--- src/rtl/hwpe_cfg_arbiter.sv ---
// Round-robin arbiter sharing one HWPE configuration port among N_REQ cores, one transaction in flight.
// Optional response timeout enabled by defining HWPE_CFG_ARB_TIMEOUT_EN.
module hwpe_cfg_arbiter #(
  parameter int N_REQ          = 4,
  parameter int ADDR_WIDTH     = 32,
  parameter int DATA_WIDTH     = 32,
  parameter int TIMEOUT_CYCLES = 255
) (
  input  logic                            clk_i,
  input  logic                            rst_i,
  input  logic [N_REQ-1:0]                req_i,
  input  logic [N_REQ*ADDR_WIDTH-1:0]     add_i,
  input  logic [N_REQ-1:0]                wen_i,
  input  logic [N_REQ*DATA_WIDTH-1:0]     wdata_i,
  input  logic [N_REQ*DATA_WIDTH/8-1:0]   be_i,
  output logic [N_REQ-1:0]                gnt_o,
  output logic [N_REQ-1:0]                r_valid_o,
  output logic [DATA_WIDTH-1:0]           r_rdata_o,
  output logic                            r_opc_o,
  output logic                            tgt_req_o,
  output logic [ADDR_WIDTH-1:0]           tgt_add_o,
  output logic                            tgt_wen_o,
  output logic [DATA_WIDTH-1:0]           tgt_wdata_o,
  output logic [DATA_WIDTH/8-1:0]         tgt_be_o,
  input  logic                            tgt_gnt_i,
  input  logic                            tgt_r_valid_i,
  input  logic [DATA_WIDTH-1:0]           tgt_r_rdata_i,
  input  logic                            tgt_r_opc_i
);

  localparam int BE_W  = DATA_WIDTH / 8;
  localparam int IDX_W = $clog2(N_REQ);

`ifdef HWPE_CFG_ARB_TIMEOUT_EN
  typedef enum logic [1:0] {IDLE, ISSUE, WAIT_RESP, ERR_RESP} state_t;
  localparam int CNT_W = $clog2(TIMEOUT_CYCLES + 1);
  localparam logic [DATA_WIDTH-1:0] ERR_RDATA = DATA_WIDTH'(32'hDEADBEEF);
  logic [CNT_W-1:0] to_cnt;
`else
  typedef enum logic [1:0] {IDLE, ISSUE, WAIT_RESP} state_t;
`endif

  state_t             state;
  logic [IDX_W-1:0]   rr_ptr;
  logic [IDX_W-1:0]   sel;
  logic [ADDR_WIDTH-1:0] lat_add;
  logic               lat_wen;
  logic [DATA_WIDTH-1:0] lat_wdata;
  logic [BE_W-1:0]    lat_be;

  logic [IDX_W-1:0]   pick;
  logic [IDX_W:0]     cand;
  logic               found;
  logic [N_REQ-1:0]   sel_oh;

  // First requester at or after rr_ptr, wrapping past the last core.
  always_comb begin
    pick  = '0;
    cand  = '0;
    found = 1'b0;
    for (int i = 0; i < N_REQ; i++) begin
      cand = {1'b0, rr_ptr} + (IDX_W+1)'(i);
      if (cand >= (IDX_W+1)'(N_REQ)) cand = cand - (IDX_W+1)'(N_REQ);
      if (!found && req_i[cand[IDX_W-1:0]]) begin
        found = 1'b1;
        pick  = cand[IDX_W-1:0];
      end
    end
  end

  always_ff @(posedge clk_i or posedge rst_i) begin
    if (rst_i) begin
      state     <= IDLE;
      rr_ptr    <= '0;
      sel       <= '0;
      lat_add   <= '0;
      lat_wen   <= 1'b0;
      lat_wdata <= '0;
      lat_be    <= '0;
`ifdef HWPE_CFG_ARB_TIMEOUT_EN
      to_cnt    <= '0;
`endif
    end else begin
      case (state)
        IDLE: begin
          if (|req_i) begin
            sel       <= pick;
            lat_add   <= add_i[int'(pick)*ADDR_WIDTH +: ADDR_WIDTH];
            lat_wen   <= wen_i[pick];
            lat_wdata <= wdata_i[int'(pick)*DATA_WIDTH +: DATA_WIDTH];
            lat_be    <= be_i[int'(pick)*BE_W +: BE_W];
            state     <= ISSUE;
          end
        end
        ISSUE: begin
          if (tgt_gnt_i) begin
            rr_ptr <= (sel == IDX_W'(N_REQ-1)) ? '0 : sel + 1'b1;
            state  <= WAIT_RESP;
`ifdef HWPE_CFG_ARB_TIMEOUT_EN
            to_cnt <= '0;
`endif
          end
        end
        WAIT_RESP: begin
          if (tgt_r_valid_i) begin
            state <= IDLE;
`ifdef HWPE_CFG_ARB_TIMEOUT_EN
          end else if (to_cnt == CNT_W'(TIMEOUT_CYCLES-1)) begin
            state <= ERR_RESP;
          end else begin
            to_cnt <= to_cnt + 1'b1;
`endif
          end
        end
        default: state <= IDLE;
      endcase
    end
  end

  assign sel_oh      = {{(N_REQ-1){1'b0}}, 1'b1} << sel;
  assign tgt_req_o   = (state == ISSUE);
  assign tgt_add_o   = lat_add;
  assign tgt_wen_o   = lat_wen;
  assign tgt_wdata_o = lat_wdata;
  assign tgt_be_o    = lat_be;

  // Grant and response are same-cycle passthroughs of the target handshake.
  always_comb begin
    gnt_o     = '0;
    r_valid_o = '0;
    r_rdata_o = '0;
    r_opc_o   = 1'b0;
    case (state)
      ISSUE: if (tgt_gnt_i) gnt_o = sel_oh;
      WAIT_RESP: begin
        if (tgt_r_valid_i) begin
          r_valid_o = sel_oh;
          r_rdata_o = tgt_r_rdata_i;
          r_opc_o   = tgt_r_opc_i;
        end
      end
`ifdef HWPE_CFG_ARB_TIMEOUT_EN
      ERR_RESP: begin
        r_valid_o = sel_oh;
        r_rdata_o = ERR_RDATA;
        r_opc_o   = 1'b1;
      end
`endif
      default: ;
    endcase
  end

endmodule

--- config.mk ---
export PLATFORM = sky130hd
export DESIGN_NAME = hwpe_cfg_arbiter
export DESIGN_NICKNAME = d
export VERILOG_FILES = /design/src/rtl/hwpe_cfg_arbiter.sv
export SDC_FILE = /design/constraint.sdc
export NUM_CORES = 1
export LEC_CHECK = 0
export CELL_PAD_IN_SITES_DETAIL_PLACEMENT = 1
export CELL_PAD_IN_SITES_GLOBAL_PLACEMENT = 1
export CORE_AREA = 2 2 166 168
export CTS_CLUSTER_SIZE = 12
export DETAILED_ROUTE_END_ITERATION = 10
export DIE_AREA = 0 0 168 170
export DONT_BUFFER_PORTS = 1
export GPL_ROUTABILITY_DRIVEN = 0
export GPL_TIMING_DRIVEN = 0
export PLACE_DENSITY_LB_ADDON = 0.1
export SLEW_MARGIN = 20
export SYNTH_ARGS = -nofsm -noshare
export SYNTH_HDL_FRONTEND = slang
export SYNTH_SLANG_ARGS = --single-unit
--- constraint.sdc ---
create_clock -name clk_i -period 2.4 [get_ports clk_i]
set_clock_uncertainty 0.15 [all_clocks]
set_input_delay 0.48 -clock clk_i [delete_from_list [all_inputs] [get_ports clk_i]]
set_output_delay 0.48 -clock clk_i [all_outputs]
set_load 0.02 [all_outputs]
==> impl_metrics.tcl <==
set metrics [dict create \
    status "completed" \
    period_share_pct 96.4 \
    grt_max_degree 29 \
    pwr-share-clk_pct 17.8 \
    start_util_pct 18.5 \
    dieArea_um2 28600 \
    totalWireLength_um 20600 \
    yosysTopAreaCellShare_pct 38.1 \
    vias_per_cell 4.83 \
    fmax_mhz 432 \
    grt_pass1_vias 4475 \
    ant_nets 0 \
    slowest_delay_ns 0.40 \
    dieHeight_um 170 \
    coreArea_um2 26700 \
    cp.depth 4 \
    combPwrFrac_pct 44.8 \
    cp_cell_sequence "nand2b_1 -> nor2_4 -> buf_2 -> and2_1" \
    ir_drop_mv 0.320 \
    synth_fp_nets 791 \
    fin_hold_ws_ns 0.101 \
    drc 0 \
    grt_setup_unrepaired "true" \
    synth_sequential_area_ratio_pct 38.1 \
    maxSlewHeadroom_pct 60.3 \
    ys_warn_count 0 \
    leakage_nw 2.74 \
    required_ns 1.77 \
    synth_edf_count 0 \
    async_flop_share_pct 100 \
    finalSetupTns_ns 0 \
    cts-root-buf "clkbuf_16" \
    arrival_ns 1.68 \
    hold_path.class "input pin to flop" \
    cts_tree "done" \
    dpl.cell_count 813 \
    crit_fanout 10 \
    grt.overflow.total 0 \
    instances_no_fill 833 \
    rows 60 \
    clk_pin_slew_worst_paths_ns 0.06 \
    yosys.area.top_type "dfrtp_1" \
    p_int_mw 4.41 \
    portBuffers 0 \
    cp-end-kind "output port" \
    power_switching_mw 4.01 \
    antenna_found_initial 0 \
    hold_violations 0 \
    tightest_slew_ns 0.591 \
    r2r_cells 6 \
    seqPwrFrac_pct 37.4 \
    final_cell_area_um2 5860 \
    via_count 4021 \
    antenna_cells 0 \
    insertion_delay_ns 0.33 \
    ys_top_cells_by_area "dfrtp_1 38%, mux2i_1 28%, o221ai_1 11%, nand2_1 5.5%, and2_1 4.7%" \
    slowest_stage "dfrtp_1" \
    start_kind "flop" \
    whs_path_depth 1 \
    wl_per_cell_um 24.8 \
    drt_iter0_drc 113 \
    drv_slew 0 \
    synth_most_common_cell "mux2i_1" \
    ys_types 30 \
    setup_viol 0 \
    pin_count 428 \
    place_ws_ns -0.799 \
    numCtsBuffers 9 \
    grt_pass1_wl_um 28900 \
    place_area_um2 5390 \
    layout.nets 809 \
    clockBufferDepth 2 \
    fin_crit_ns 2.31 \
    maxCapViolCount 0 \
    critPathTopFamily "simple AND/OR/NAND/NOR gates" \
    path_buf_inv 1 \
    swShare_pct 47.6 \
    clock_sinks 75 \
    post-dp-hpwl_um 16600 \
    grt_use_total_pct 13.7 \
    worst-setup-path-type "flop to output port" \
    firstDrtPassIters 4 \
    power.density_nw_per_um2 1440 \
    syn_inst 470 \
    area_growth_pct 19.1 \
    ys.flop_type "dfrtp_1" \
    ys_top_cells_by_count "138 x mux2i_1, 75 x dfrtp_1, 72 x nand2_1" \
    ys_seq_elements 75 \
    syn_area_um2 4920 \
    layout_setup_ws_ns 0.0866 \
    die_w_um 168 \
    avgSynthCellArea_um2 10.5 \
    drive_gt1_share_pct 15.9 \
    htree_levels 3 \
]
worst register-to-register path: cells and delay by family, from the launching register on:
family / cells / cell delay [ns]
AOI/OAI and AO/OA: 2 / 0.40
buffers and inverters: 2 / 0.51
muxes: 2 / 0.65
DFF: 1 / 0.45
area by class of cell:
type / instances / area [um^2]
fill: 3008 / 20800
multi-input combinational: 347 / 2840
sequential: 75 / 1880
tap: 341 / 427
buffer: 41 / 288
clock buffer: 11 / 243
timing repair buffer: 7 / 80.1
clock inverter: 4 / 75.1
inverter: 7 / 30.0
flip-flops by register name, summed over array words and instances (netlist names):
name         cells
tgt_wen_o        1
tgt_be_o         4
tgt_add_o       32
rr_ptr           2
sel              2
tgt_wdata_o     32
state            2
routing by layer:
metal	vias up	wire length, um	GRT usage (%)
met2	245	11100	26.2
met5	-	0	0
met3	21	1490	3.91
met4	0	457	4.42
li1	1786	-	-
met1	1969	7610	14.5
cells in the final DEF, fill, tap and decap left out, types with 5 or more instances in the layout:
master       n
clkbuf_16    9
buf_6       12
nand2_1     72
mux2i_1    135
clkbuf_1    13
o221ai_1    59
o221ai_2     9
and2_1      29
buf_2        5
and2_2       8
buf_4       13
inv_1        6
dfrtp_1     74
cells by family after synthesis:
family          Yosys count  share of synthesized area [%]
mux                     140                           28.5
compound gates           80                           15.0
flops                    75                           38.1
fa+ha+maj                 4                           1.02
buf+inv                  48                           5.37
simple gates            123                           11.9
through the flow:
step / power (mW) / utilization, %
after detailed placement: 6.95 / 20.2
final: 8.43 / 22.0
after global placement: 6.85 / 20.1
after CTS: 8.61 / 21.8
after floorplan: 5.74 / -
after global routing: 9.06 / 22.0
what timing repair did:
item,in CTS,in global routing
gates cloned,0,0
endpoints found under the hold margin,19,0
resized for setup,27,14
buffers inserted,1,3
setup endpoints to repair,110,65
pin swaps,1,2
hold buffers,1,0
power by group through the flow:
stage               logic, mW  registers (mW)  clock network [mW]
floorplan                2.79            2.95                   0
global placement         3.66            3.19                   0
detailed placement       3.77            3.18                   0
CTS                      3.86            3.17                1.58
global route             4.19            3.24                1.63
finish                   3.78            3.15                1.50
final timing paths:
| kind | from | endpoint | slack (ns) |
|---|---|---|---|
| max | state[0] | r_rdata_o[29] | 0.09 |
| min | tgt_r_valid_i | state[1] | 0.10 |
| max reg2reg | rr_ptr[1] | tgt_add_o[15] | 0.11 |
| min reg2reg | sel[0] | rr_ptr[0] | 0.42 |
| max in group asynchronous | rst_i | rr_ptr[1] | 1.03 |
| min in group asynchronous | rst_i | tgt_add_o[19] | 0.52 |
Note: power is estimated with default switching activity, not from simulation.
